**src/rtl/daq_pkg.sv**
```systemverilog
// Shared definitions for the DAQ stream: arbiter state encoding, the abort word,
// and the packet type codes used by the sensor engines.
package daq_pkg;

  localparam logic [1:0] ST_IDLE  = 2'd0;
  localparam logic [1:0] ST_GRANT = 2'd1;
  localparam logic [1:0] ST_XFER  = 2'd2;

  localparam logic [31:0] DAQ_ABORT_WORD = 32'hFFFF_FFFF;

  typedef enum logic [3:0] {
    DAQT_NONE    = 4'h0,
    DAQT_AS5311  = 4'h1,
    DAQT_ENCODER = 4'h2,
    DAQT_ADC     = 4'h3,
    DAQT_STATUS  = 4'h4
  } daqt_e;

endpackage

```
**src/rtl/daq_arbiter_rr_pick.sv**
```systemverilog
// Combinational round-robin picker: first set request at or after ptr, wrapping.
module rr_pick #(
  parameter int NREQ = 4,
  parameter int IW   = 2
) (
  input  logic [NREQ-1:0] req,
  input  logic [IW-1:0]   ptr,
  output logic [NREQ-1:0] onehot,
  output logic [IW-1:0]   idx,
  output logic            any
);

  int j;

  always_comb begin
    onehot = '0;
    idx    = '0;
    any    = 1'b0;
    j      = 0;
    for (int i = 0; i < NREQ; i++) begin
      j = int'(ptr) + i;
      if (j >= NREQ) j = j - NREQ;
      if (!any && req[j]) begin
        any       = 1'b1;
        onehot[j] = 1'b1;
        idx       = IW'(j);
      end
    end
  end

endmodule

```
**src/rtl/daq_arbiter.sv**
```systemverilog
// Round-robin arbiter sharing the DAQ stream between sensor engines, one packet
// at a time, with over-length/stall protection and sticky per-requester errors.
module daq_arbiter
  import daq_pkg::*;
#(
  parameter int          NREQ       = 4,
  parameter int          MAX_PKT    = 4,
  parameter int          TIMEOUT    = 256,
  parameter int          FREE_BITS  = 10,
  parameter logic [31:0] ABORT_WORD = DAQ_ABORT_WORD
) (
  input  logic                 clk,
  input  logic                 rst_n,
  input  logic                 enable,
  input  logic [NREQ-1:0]      req,
  output logic [NREQ-1:0]      grant,
  input  logic [32*NREQ-1:0]   in_data,
  input  logic [NREQ-1:0]      in_valid,
  input  logic [NREQ-1:0]      in_end,
  input  logic [FREE_BITS-1:0] fifo_free,
  output logic [31:0]          out_data,
  output logic                 out_valid,
  output logic                 out_end,
  output logic [NREQ-1:0]      err_timeout,
  output logic [NREQ-1:0]      err_overlen,
  input  logic                 err_clear,
  output logic [15:0]          debug
);

  localparam int IW = $clog2(NREQ);
  localparam int TW = $clog2(TIMEOUT + 1);
  localparam int WW = $clog2(MAX_PKT + 1);

  localparam logic [FREE_BITS-1:0] FREE_NEED = FREE_BITS'(MAX_PKT + 1);
  localparam logic [TW-1:0]        TO_LIM    = TW'(TIMEOUT);
  localparam logic [WW-1:0]        WC_LIM    = WW'(MAX_PKT);
  localparam logic [WW-1:0]        WC_LAST   = WW'(MAX_PKT - 1);

  logic [1:0]      state;
  logic [IW-1:0]   owner;
  logic [IW-1:0]   rr_ptr;
  logic [NREQ-1:0] owner_oh;
  logic [TW-1:0]   tcnt;
  logic [WW-1:0]   wcnt;
  logic            drain;

  logic [NREQ-1:0] pick_oh;
  logic [IW-1:0]   pick_idx;
  logic            pick_any;

  logic [31:0]     own_data;
  logic            own_valid;
  logic            own_end;
  logic            accept;
  logic            word_end;
  logic            hit_max;
  logic            to_fire;
  logic            leave_xfer;
  logic [IW-1:0]   next_ptr;

  rr_pick #(.NREQ(NREQ), .IW(IW)) u_pick (
    .req    (req),
    .ptr    (rr_ptr),
    .onehot (pick_oh),
    .idx    (pick_idx),
    .any    (pick_any)
  );

  always_comb begin
    own_data  = '0;
    own_valid = 1'b0;
    own_end   = 1'b0;
    for (int i = 0; i < NREQ; i++) begin
      if (owner_oh[i]) begin
        own_data  = in_data[32*i +: 32];
        own_valid = in_valid[i];
        own_end   = in_end[i];
      end
    end
  end

  // An end word arriving on the deadline cycle still closes the packet cleanly.
  assign accept     = (state == ST_XFER) && own_valid;
  assign word_end   = accept && own_end;
  assign hit_max    = accept && !drain && !own_end && (wcnt == WC_LAST);
  assign to_fire    = (state == ST_XFER) && (tcnt == TO_LIM) && !word_end;
  assign leave_xfer = word_end || to_fire;
  assign next_ptr   = (owner == IW'(NREQ - 1)) ? '0 : owner + 1'b1;

  always_ff @(posedge clk or negedge rst_n) begin
    if (!rst_n) begin
      state     <= ST_IDLE;
      grant     <= '0;
      owner     <= '0;
      owner_oh  <= '0;
      rr_ptr    <= '0;
      tcnt      <= '0;
      wcnt      <= '0;
      drain     <= 1'b0;
      out_data  <= '0;
      out_valid <= 1'b0;
      out_end   <= 1'b0;
    end else begin
      grant     <= '0;
      out_valid <= 1'b0;
      out_end   <= 1'b0;
      case (state)
        ST_IDLE: begin
          if (enable && pick_any && (fifo_free >= FREE_NEED)) begin
            state    <= ST_GRANT;
            grant    <= pick_oh;
            owner    <= pick_idx;
            owner_oh <= pick_oh;
          end
        end
        ST_GRANT: begin
          state <= ST_XFER;
          tcnt  <= '0;
          wcnt  <= '0;
          drain <= 1'b0;
        end
        ST_XFER: begin
          if (tcnt != TO_LIM) tcnt <= tcnt + 1'b1;
          if (to_fire) begin
            if (!drain) begin
              out_valid <= 1'b1;
              out_data  <= ABORT_WORD;
              out_end   <= 1'b1;
            end
          end else if (accept && !drain) begin
            out_valid <= 1'b1;
            out_data  <= own_data;
            out_end   <= own_end || hit_max;
            if (wcnt != WC_LIM) wcnt <= wcnt + 1'b1;
            if (hit_max) drain <= 1'b1;
          end
          if (leave_xfer) begin
            state  <= ST_IDLE;
            rr_ptr <= next_ptr;
          end
        end
        default: state <= ST_IDLE;
      endcase
    end
  end

  // A clear in the same cycle as a new error wins.
  always_ff @(posedge clk or negedge rst_n) begin
    if (!rst_n) begin
      err_timeout <= '0;
      err_overlen <= '0;
    end else if (err_clear) begin
      err_timeout <= '0;
      err_overlen <= '0;
    end else begin
      err_timeout <= err_timeout | ({NREQ{to_fire}} & owner_oh);
      err_overlen <= err_overlen | ({NREQ{hit_max && !to_fire}} & owner_oh);
    end
  end

  always_comb begin
    debug      = '0;
    debug[1:0] = state;
    debug[3:2] = 2'(owner);
  end

endmodule
```
**config.mk**
```make
export PLATFORM = sky130hd
export DESIGN_NAME = daq_arbiter
export DESIGN_NICKNAME = d
export VERILOG_FILES = /design/src/rtl/daq_pkg.sv /design/src/rtl/daq_arbiter_rr_pick.sv /design/src/rtl/daq_arbiter.sv
export SDC_FILE = /design/constraint.sdc
export NUM_CORES = 1
export LEC_CHECK = 0
export ABC_AREA = 1
export ABC_CLOCK_PERIOD_IN_PS = 2100
export BUFFER_PORTS_ARGS = -buffer_cell sky130_fd_sc_hd__buf_2
export CORE_MARGIN = 5
export CORE_UTILIZATION = 48
export CTS_CLUSTER_SIZE = 16
export DETAILED_ROUTE_END_ITERATION = 10
export PLACE_DENSITY_LB_ADDON = 0.2
export SLEW_MARGIN = 30
export SYNTH_ARGS = -nofsm -noshare
export SYNTH_HDL_FRONTEND = slang
export SYNTH_SLANG_ARGS = --single-unit
export TNS_END_PERCENT = 100
```
**constraint.sdc**
```tcl
create_clock -name clk -period 2.1 [get_ports clk]
set_input_delay 0.525 -clock clk [delete_from_list [all_inputs] [get_ports clk]]
set_output_delay 0.525 -clock clk [all_outputs]
set_load 0.005 [all_outputs]
```
Yosys cells after proc, flatten, opt, wreduce, memory -nomap -nowiden --
Cells that the tools add are included.
Storage, ports and cells: bits in registers 69, input port bits 154, output and inout bits 62, logic and storage cells 170
Cells by class: reductions and logical operators 36, add/subtract/negate cells 10, bitwise gates (word level) 7, magnitude comparators 13, equality and inequality tests 15, mux-type cells 76
Operator list (number):
- 32-bit 2-to-1 mux | 11
- 32-bit by 1-bit >= comparator with 1-bit output (second input constant) | 4
- 32-bit by 4-bit < comparator with 1-bit output (second input constant) | 4
- 32-bit by 4-bit >= comparator with 1-bit output (second input constant) | 3
- 32-bit by 4-bit subtractor with 32-bit output (second input constant) | 3
- 1-bit 2-to-1 mux | 34
- 4-bit 2-to-1 mux | 8
- 4-bit bitwise OR | 5
- 9-bit one-hot mux with 2 select lines | 1
- 1-bit logical AND | 17
- 2-bit 2-to-1 mux | 7
- 10-bit by 3-bit >= comparator with 1-bit output (second input constant) | 1
- 2-bit != test (second input constant) | 5
- 9-bit by 1-bit adder with 9-bit output (second input constant) | 1
- 9-bit == test (second input constant) | 1
- 3-bit 2-to-1 mux | 3
- 9-bit 2-to-1 mux | 1
- 9-bit != test (second input constant) | 1
- 4-bit bitwise AND | 2
- 1-bit binary-select mux with 2-bit select | 4
- 1-bit demux with 2-bit select | 4
- 2-bit AND reduction | 4
- 4-bit AND reduction | 2
- 1-bit zero test | 7
- 18 further kinds | 24

Longest topological paths before layout --
Gate-level depths: netlist of run 1.
word-level depth 19, depth in mapped cells 13, gate-level depth less buffers 11

By module --
A second synthesis of run 1 with hierarchy kept.
Second synthesis, totals: cells, all modules 628, area total of the unflattened synthesis 4677.0 µm²
Modules (own cells, without submodules):
- daq_arbiter | area an instance 4199.0 µm², cells each 551, seq. area each 1726.7 µm², instances 1
- rr_pick | area an instance 478.0 µm², cells each 77, seq. area each 0.0 µm², instances 1

Worst setup path after synthesis of run 1 --
No wires, ideal clock.
path type register -> register, start reg rr_ptr[0], end reg owner_oh[0], cell stages (with the launch flop) 12, library setup time 0.118 ns, period minus slack after synthesis 1.735 ns, data arrival time 1.617 ns, path buffers 0, required time 1.982 ns, setup slack 0.365 ns, path through dfrtp_1 inv_2 ha_1 inv_1 nand2_1 nand2_1 nor2_4 nand3_2 nand2_4 inv_2 nand2_1 nand2_1
Between the ends: longest elaborated chain between the ends 18, elaborated cells between the ends (all ways) 67, those cells by class 7 x add/sub; 12 x order compare; 32 x mux; 3 x bitwise; 13 x reduce/logical
Ends and longest elaborated chain:
- start, declared | RTL line daq_arbiter.sv:41 | logic [IW-1:0] rr_ptr;
- start signal, assigned | RTL line daq_arbiter.sv:139 | rr_ptr <= next_ptr;
- parallel branches: the longest is 18 deep, another holds 32-bit by 4-bit subtractor with 32-bit output
- end signal, assigned | RTL line daq_arbiter.sv:113 | owner_oh <= pick_oh;
- end, declared | RTL line daq_arbiter.sv:42 | logic [NREQ-1:0] owner_oh;
Several ways; the timed one is not identified. The select of a mux whose other input is x is not followed. A chain may end at the register's enable or synchronous reset.

Final worst setup path of run 1 --
start reg rr_ptr[1], end reg owner_oh[3]
Same word-level chain as after synthesis.

==> flow_metrics.tcl, run 1 <==
set metrics [dict create \
    io_pins 216 \
    die_area_um2 12000 \
    drive_gt1_share_pct 28.9 \
    grt_pass1_vias 4820 \
    grt-ovfl-total 0 \
    synth_flop_cell "dfrtp_1" \
    ff2ff_path_depth 11 \
    clock_sinks 69 \
    rows 36 \
    fin_crit_sh_pct 91.4 \
    min_path_type "in2async" \
    finClkSkew_ps 7.86 \
    hold_viol_final 0 \
    start_kind "flop" \
    synth-edff-count 0 \
    syn_area_per_cell_um2 6.74 \
    clkPwrFrac_pct 41.5 \
    seqPwrFrac_pct 50.1 \
    r2r_setup_slack_ps 180 \
    syn2layout_area_growth_pct 27.4 \
    clock_path_buffers 2 \
    insertion_delay_ps 350 \
    cpMostUsedCell "nand2_1" \
    async_flop_share_pct 100 \
    rsz0062_at_grt "no" \
    cts_made_buffers 9 \
    clkSlewWorstSetupHoldPaths_ps 80 \
    cpPeakStageDelay_ps 440 \
    fin_util_pct 62.2 \
    core_um2 9730 \
    drt_pass1_iterations 5 \
    crit_chain "inv_1, ha_1, inv_1, nand2_1, nand2_1, nor2_4, nand3_2, nand2_4, inv_2, nand2_1, nand2_1" \
    path_max_fanout 12 \
    port_buffers 203 \
    yosysMostFrequentCell "nand2_1" \
    status "completed" \
    p_per_area_nw_per_um2 438 \
    cp_slowest_cell "dfrtp_2" \
    maxSlewViolCount 0 \
    max_freq_mhz 521 \
    drc 0 \
    start_util_pct 48.8 \
    die_y_um 109 \
    synth-seq-cells 69 \
    cts-root-buf "clkbuf_8" \
    antenna_found_initial 1 \
    cp.required_ps 2340 \
    crit_start "rr_ptr[1]" \
    power.switching_mw 0.631 \
    grt_pass1_wl_um 23700 \
    synth_top_cells_by_count "264 x nand2_1, 72 x nand3_1, 72 x o21ai_0" \
    intPower_mw 2.02 \
    wl_per_cell_um 15.1 \
    grt_usage_pct 25.1 \
    nFillCells 925 \
    worst_setup_path_end_kind "flop" \
    p_leak_nw 3.83 \
    synth_area_leaders "dfrtp_1 36%, nand2_1 21%, nand3_1 7.6%" \
    switching_share_pct 23.8 \
    synthCells 705 \
    yosysTopAreaCell "dfrtp_1" \
    cp.arrival_ps 2160 \
    drt-total-wl_um 15600 \
    ant_nets 0 \
    drv_cap 0 \
    r2r-end "owner_oh[3]" \
    yosysSeqAreaShare_pct 36.4 \
    postCtsSetupBuffers 0 \
    synth_warnings 0 \
    die_w_um 109 \
    hpwl_um 12000 \
    grt_max_degree 44 \
    yosysTopAreaCellShare_pct 36.4 \
    worst_hold_slack_ps 86.8 \
    mappedNetlistArea_um2 4750 \
    setup_tns_ps 0 \
    htreeDepth 3 \
    place_congestion 0.916 \
    peakVddDrop_v 0.000310 \
    synth_cell_types 31 \
    period_minus_slack_ps 1920 \
    vias 5341 \
    cts_tree "yes" \
    pwr-share-comb_pct 8.4 \
    vias_per_cell 5.15 \
    r2r_start "rr_ptr[1]" \
    worstSetupPathType "reg2reg" \
    fin_nets 1065 \
    finalSetupViolCount 0 \
    drt_iter0_drc 419 \
]
[sequential cells by signal, summed over array words and instances, names as in the netlist]
| signal | cells |
|---|---|
| drain | 1 |
| err_overlen | 4 |
| err_timeout | 4 |
| grant | 4 |
| out_data | 32 |
| out_end | 1 |
| out_valid | 1 |
| owner | 2 |
| owner_oh | 4 |
| rr_ptr | 2 |
| state | 2 |
| tcnt | 9 |
| wcnt | 3 |
[worst max-delay path by stage]
stage                             end  cells after the start  slack, ps
after floorplan           owner_oh[0]                     11        370
after global placement    owner_oh[1]                     11        250
after detailed placement  owner_oh[0]                     11        130
after CTS                 owner_oh[3]                     11        110
after global routing      owner_oh[3]                     11         30
final                     owner_oh[3]                     11        180
[routing by layer]
metal  vias to the layer above  wire, um  global-route usage [%]
met3                        26      1320                    4.58
met1                      2424      6210                    30.6
met5                         -         0                       0
li1                       2659         -                       -
met4                         0       374                    9.80
met2                       232      7740                    43.7
[power by group through the flow]
stage,Sequential (mW),Clock (mW),Combinational [mW]
floorplan,1.35,0,0.0582
global placement,1.35,0,0.216
detailed placement,1.35,0,0.221
CTS,1.33,1.13,0.222
global route,1.33,1.18,0.246
finish,1.33,1.10,0.222
[logic make-up after synthesis]
family                   synth area share (%)
adder cells (fa/ha/maj)                  3.42
flip-flops                               36.4
AND/OR/NAND/NOR                          34.8
XOR/XNOR                                0.922
other                                  0.0790
AO/OA/AOI/OAI                            14.6
buffers and inverters                    9.85
[critical path, delay by kind of cell, from the launching register on]
kind                       cells  cell delay [ps]
DFF                            1              440
and+or+nand+nor                7              770
adders and majority gates      1              340
buffers and inverters          3              250
[final cells by class]
cell class / instances / area, um^2 / share of cell area [%]
clock buffer: 10 / 138 / 2.28
multi-input combinational: 549 / 2600 / 42.9
antenna: 1 / 2.50 / 0.0414
tap: 133 / 166 / 2.75
timing repair buffer: 220 / 1170 / 19.4
inverter: 49 / 184 / 3.04
sequential: 69 / 1730 / 28.6
clock inverter: 6 / 62.6 / 1.03
[metrics by stage]
step	power, mW	area [um^2]	cells	setup WS (ps)
2_1_floorplan	1.41	4790	716	365
3_3_place_gp	1.57	5840	1020	247
3_5_place_dp	1.57	5840	1020	130
4_1_cts	2.67	6040	1036	106
5_1_grt	2.75	6050	1037	30.6
6_report	2.65	6050	1037	181
[timing repair]
action,4_1_cts,5_1_grt
gates resized for setup,0,2
endpoints found under the setup margin,0,10
hold buffers,0,0
[placed cells by master (no fill, tap or decap), types with 6 or more instances in the layout]
cell type / Yosys / final
a21oi_1: 50 / 50
buf_2: 11 / 202
buf_4: 13 / 16
clkbuf_8: 0 / 10
conb_1: 1 / 12
dfrtp_1: 69 / 67
ha_1: 13 / 13
inv_1: 41 / 41
inv_2: 8 / 8
nand2_1: 264 / 264
nand3_1: 72 / 72
nand4_1: 10 / 10
nor2_1: 15 / 15
nor3_1: 6 / 6
o21ai_0: 72 / 72
Note: power is estimated with default switching activity, not from simulation.
==> run 2, diff against run 1 <==
--- a/config.mk
+++ b/config.mk
@@ -8,10 +8,13 @@
 export ABC_AREA = 1
 export ABC_CLOCK_PERIOD_IN_PS = 2100
 export BUFFER_PORTS_ARGS = -buffer_cell sky130_fd_sc_hd__buf_2
+export CELL_PAD_IN_SITES_DETAIL_PLACEMENT = 0
+export CELL_PAD_IN_SITES_GLOBAL_PLACEMENT = 2
 export CORE_MARGIN = 5
-export CORE_UTILIZATION = 48
+export CORE_UTILIZATION = 24
 export CTS_CLUSTER_SIZE = 16
 export DETAILED_ROUTE_END_ITERATION = 10
+export MAX_ROUTING_LAYER = met4
 export PLACE_DENSITY_LB_ADDON = 0.2
 export SLEW_MARGIN = 30
 export SYNTH_ARGS = -nofsm -noshare
==> run 2 against run 1 <==
  * Clock power is 52% higher
  * Register-to-register slack better by 150 ps
  * Die area rose by 89%
  * Clock skew up 0.96 ps
  * Critical endpoint is now wcnt[0]
  * Non-clock buffer count rose by 8
  * Global-route usage is 8.8 points lower
  * Fmax rose by 8.7%
  * Clock-buffer cell count decreased by 1
  * Wire length increased by 17%
  * Final area up 6.1%
  * Power up 22%
==> flow_metrics.tcl, run 2 (synthesized netlist as in run 1, its figures left out) <==
set metrics [dict create \
    grt_busiest_layer "met2" \
    cp_slowest_cell "dfrtp_1" \
    antenna_found_initial 0 \
    cp_num_cells 10 \
    reg.largest.list "out_data: 32 flops, tcnt: 9 flops" \
    clkSlewWorstSetupHoldPaths_ps 60 \
    grt-ovfl-total 0 \
    worst_setup_path_end_kind "flop" \
    cts_resized 0 \
    crit_chain "buf_4, nand2_1, nand3_1, a21oi_2, nand2_4, buf_4, nand2_1, nand3_1, nand2_1, nand2_1" \
    cts-root-buf "clkbuf_16" \
    use_met2_pct 26.8 \
    insertion_delay_ps 340 \
    finClkSkew_ps 8.82 \
    clock_sinks 69 \
    stdcell_area_um2 6420 \
    htreeDepth 3 \
    fin_nets 1073 \
    setup_tns_ps 0 \
    port_buffers 203 \
    finalSetupViolCount 0 \
    path_max_fanout 26 \
    worst_slew_pin_slew_ps 574 \
    grt_usage_pct 16.2 \
    drive_gt1_share_pct 29.3 \
    cts_tree "yes" \
    die_y_um 151 \
    regMostFlops "out_data" \
    place_area_um2 6090 \
    nFillCells 2166 \
    status "completed" \
    postCtsSetupBuffers 0 \
    drc 0 \
    p_leak_nw 3.95 \
    intPower_mw 2.49 \
    ff2ff_path_depth 10 \
    grt.met1_usage_pct 20.2 \
    vias_per_cell 4.46 \
    period_minus_slack_ps 1770 \
    largest_reg_flops 32 \
    grt_pass1_vias 5158 \
    hold_viol_final 0 \
    drt_iter0_drc 209 \
    worst-path-buf-inv 2 \
    cp.arrival_ps 1990 \
    grt_max_degree 65 \
    pwr-share-comb_pct 7.0 \
    cts_made_buffers 9 \
    cpMostUsedCell "nand2_1" \
    place_congestion 0.783 \
    die_w_um 151 \
    hpwl_um 14500 \
    wl_per_cell_um 15.5 \
    cpPeakStageDelay_ps 390 \
    drv_cap 0 \
    final_common_cell "nand2_1" \
    use_met3_pct 3.04 \
    drt-total-wl_um 18300 \
    ant_nets 0 \
    core_um2 19500 \
    syn2layout_area_growth_pct 35.1 \
    rsz0062_at_grt "no" \
    min_path_type "in2async" \
    cp.required_ps 2330 \
    max_freq_mhz 566 \
    start_kind "flop" \
    die_area_um2 22700 \
    maxSlewViolCount 0 \
    switching_share_pct 22.6 \
    seqPwrFrac_pct 41.3 \
    clkPwrFrac_pct 51.7 \
    fin_crit_sh_pct 84.1 \
    p_per_area_nw_per_um2 502 \
    io_pins 216 \
    vias 5241 \
    peakVddDrop_v 0.000319 \
    worstSetupPathType "reg2reg" \
    antenna_cells 0 \
    slew-limit-headroom_pct 61.7 \
    cpLargestDelayFamily "simple AND/OR/NAND/NOR gates" \
    rows 51 \
    clock_path_buffers 2 \
    start_util_pct 24.4 \
    drt_pass1_iterations 4 \
    grt_pass1_wl_um 28100 \
    power.switching_mw 0.730 \
    ctsHoldBuffers 0 \
    final_cell_mix "264 x nand2_1, 202 x buf_2, 72 x nand3_1, 72 x o21ai_0, 69 x dfrtp_1" \
]
-- run 2: cell count changes in the layout (fill, tap and decap cells not counted), moves of 2 or more --
cell / change
dfrtp_2: -2
buf_4: +6
clkbuf_16: +9
clkinv_4: +2
buf_12: +2
clkinvlp_4: -2
dfrtp_1: +2
clkbuf_8: -10
-- run 2: worst paths after layout --
check,endpoint,slack (ps),start
max in group asynchronous,out_data[19],1350,rst_n
hold reg to reg,out_data[4],470,out_data[4]
setup / recovery,wcnt[0],330,owner_oh[1]
setup reg to reg,wcnt[0],330,owner_oh[1]
min in group clk,out_data[4],470,out_data[4]
hold / removal,err_overlen[2],160,rst_n
-- run 2: worst register-to-register path: stages (launching register included) --
cell and delay (ps):
dfrtp_1 390, buf_4 240, nand2_1 110, nand3_1 110, a21oi_2 230, nand2_4 80
buf_4 170, nand2_1 60, nand3_1 130, nand2_1 90, nand2_1 50
-- run 2: stage by stage --
step	hold WS [ps]	utilization [%]	cells	power, mW	setup slack (ps)
6_report	160	33.0	1176	3.22	334
2_1_floorplan	229	-	716	1.41	365
3_3_place_gp	457	31.3	1160	1.58	311
4_1_cts	181	33.0	1176	3.28	303
3_5_place_dp	461	31.3	1160	1.58	318
5_1_grt	208	33.0	1176	3.36	134
-- run 2: layout make-up --
type | instances | area, um^2 | share of cell area (%)
clock buffers | 9 | 225 | 3.51
clock inverters | 7 | 98.8 | 1.54
inverters | 49 | 184 | 2.87
multi-input cells | 549 | 2600 | 40.4
flip-flops and latches | 69 | 1730 | 26.9
well taps | 265 | 332 | 5.17
repair buffers | 228 | 1260 | 19.6
-- run 2: power groups by stage --
stage / clock (mW) / combinational, mW / sequential, mW
floorplan: 0 / 0.0582 / 1.35
global placement: 0 / 0.230 / 1.35
detailed placement: 0 / 0.228 / 1.35
CTS: 1.72 / 0.229 / 1.33
global route: 1.77 / 0.255 / 1.33
finish: 1.67 / 0.226 / 1.33
-- run 2: metal layers --
layer  vias to the layer above  wire, um
li1                       2679         -
met5                         -         0
met4                         0       293
met1                      2371      8050
met2                       169      8600
met3                        22      1340
==> run 3, diff against run 2 <==
--- a/config.mk
+++ b/config.mk
@@ -6,12 +6,12 @@
 export NUM_CORES = 1
 export LEC_CHECK = 0
 export ABC_AREA = 1
-export ABC_CLOCK_PERIOD_IN_PS = 2100
+export ABC_CLOCK_PERIOD_IN_PS = 1610
 export BUFFER_PORTS_ARGS = -buffer_cell sky130_fd_sc_hd__buf_2
 export CELL_PAD_IN_SITES_DETAIL_PLACEMENT = 0
 export CELL_PAD_IN_SITES_GLOBAL_PLACEMENT = 2
 export CORE_MARGIN = 5
-export CORE_UTILIZATION = 24
+export CORE_UTILIZATION = 22
 export CTS_CLUSTER_SIZE = 16
 export DETAILED_ROUTE_END_ITERATION = 10
 export MAX_ROUTING_LAYER = met4
==> constraint.sdc (replaced) <==
create_clock -name clk -period 1.61 [get_ports clk]
set_input_delay 0.4025 -clock clk [delete_from_list [all_inputs] [get_ports clk]]
set_output_delay 0.4025 -clock clk [all_outputs]
set_load 0.005 [all_outputs]
==> run 3 against run 2 <==
  * Clock skew fell by 2.2 ps
  * Clock power rose by 27%
  * Clock-buffer cell count increased by 2
  * Via count increased by 4.3%
  * Fmax is 12% higher
  * Critical path type unchanged
  * Largest power group unchanged
==> flow_metrics.tcl, run 3 (synthesized netlist as in run 1, its figures left out) <==
set metrics [dict create \
    fin_nets 1116 \
    grt_pass1_wl_um 29300 \
    r2r_start "owner_oh[1]" \
    start_util_pct 22.5 \
    rsz0062_at_grt "yes" \
    nFillCells 2339 \
    status "completed" \
    reg.largest.list "out_data: 32 flops, tcnt: 9 flops" \
    path_max_fanout 7 \
    drive_gt1_share_pct 42.9 \
    crit_chain "inv_4, nand2_2, nand3_2, nand2_2, nand2_2, inv_2, nand2_4, nand2_8, buf_12, nand2_4, nand2_2, nand2_2" \
    place_area_um2 6460 \
    grt-ovfl-total 0 \
    drt_iter0_drc 242 \
    largest_reg_flops 32 \
    ctsHoldBuffers 0 \
    wl_per_cell_um 16.4 \
    numPlacedInstances 1205 \
    cpLargestDelayFamily "simple AND/OR/NAND/NOR gates" \
    p_leak_nw 4.27 \
    period_minus_slack_ps 1570 \
    r2r-end "out_data[6]" \
    final_cell_mix "202 x buf_2, 196 x nand2_1, 66 x nand3_1, 66 x o21ai_0, 64 x dfrtp_1" \
    drv_cap 0 \
    fin_util_pct 34.7 \
    vias 5466 \
    worst_setup_path_end_kind "flop" \
    clkSlewWorstSetupHoldPaths_ps 60 \
    peakVddDrop_v 0.000470 \
    ff2ff_path_depth 12 \
    vias_per_cell 4.45 \
    place_congestion 0.816 \
    fin_cells 1228 \
    cts-root-buf "clkbuf_16" \
    syn2layout_area_growth_pct 54.5 \
    min_path_type "in2async" \
    drt-total-wl_um 20100 \
    cp_slowest_cell "dfrtp_2" \
    port_buffers 203 \
    cts_made_buffers 9 \
    rows 53 \
    die_area_um2 24600 \
    core_um2 21200 \
    max_freq_mhz 635 \
    hold_viol_final 0 \
    regMostFlops "out_data" \
    cpPeakStageDelay_ps 460 \
    r2r_setup_slack_ps 40 \
    drt_pass1_iterations 4 \
    clock_path_buffers 2 \
    cp.required_ps 1840 \
    multi_input_area_um2 2990 \
    maxSlewViolCount 0 \
    worst-path-buf-inv 3 \
    final_common_cell "buf_2" \
    finalSetupViolCount 0 \
    die_y_um 157 \
    cpMostUsedCell "nand2_2" \
    hpwl_um 15700 \
    stdcell_area_um2 7340 \
    io_pins 216 \
    drc 0 \
    antenna_found_initial 0 \
    grt_max_degree 65 \
    grt_pass1_vias 5148 \
    grt_usage_pct 15.6 \
    fin_crit_sh_pct 97.8 \
    ff_latch_area_um2 1730 \
    cp.arrival_ps 1800 \
    die_w_um 157 \
    worst_hold_slack_ps 36.2 \
    htreeDepth 3 \
    ant_nets 0 \
    p_per_area_nw_per_um2 569 \
    worstSetupPathType "reg2reg" \
    antenna_cells 0 \
    start_kind "flop" \
    insertion_delay_ps 330 \
    finClkSkew_ps 6.66 \
    clock_sinks 69 \
    cts_tree "yes" \
]
run 3: cell types whose count changed in the layout (fill, tap and decap cells not counted), sizes merged:
| cell | before | now |
|---|---|---|
| clkbuf | 9 | 15 |
| inv | 50 | 49 |
| clkinv | 3 | 1 |
| buf | 228 | 267 |
run 3: cell type report:
type                            instances  area share (%)
Sequential cell                        69            23.6
Clock inverter                          4           0.989
Multi-Input combinational cell        549            40.7
Tap cell                              275            4.69
Inverter                               49            2.78
Clock buffer                           11            3.31
Timing Repair Buffer                  271            23.9
run 3: repair_timing:
item,4_1_cts,5_1_grt
cloned,0,4
pin swaps,5,38
endpoints found under the setup margin,51,61
buffers inserted,1,5
gates resized for setup,19,124
run 3: worst max path at each step:
stage           startpoint     endpoint  cells past startpoint
6_report       owner_oh[1]  out_data[6]                     12
5_1_grt        owner_oh[1]  out_data[6]                     12
4_1_cts          rr_ptr[0]  owner_oh[2]                     11
3_5_place_dp   owner_oh[1]      wcnt[0]                     10
3_3_place_gp   owner_oh[1]     state[1]                      8
2_1_floorplan    rr_ptr[1]  owner_oh[0]                     11
run 3: report_power, final:
| group | leakage [nW] | switching [mW] | internal, mW |
|---|---|---|---|
| Sequential | 0.931 | 0.000000000000000277 | 1.73 |
| Combinational | 3.18 | 0.150 | 0.167 |
| Clock | 0.152 | 0.737 | 1.39 |
| Total | 4.27 | 0.887 | 3.29 |
run 3: metrics by stage:
stage	TNS [ps]	total power [mW]	setup WS (ps)
final	0	4.18	36.0
after floorplan	0	1.84	16.9
after detailed placement	-3760	2.08	-157
after global placement	-2080	2.08	-124
after CTS	0	4.26	0.673
after global routing	-1480	4.35	-71.7
run 3: routing by layer:
layer  part of all wire [%]  GRT usage, %  vias up
li1                       -             -     2776
met4                    1.5          4.50        0
met3                    6.1          2.17       19
met2                     49          25.4      179
met5                      0             -        -
met1                     44          20.4     2492
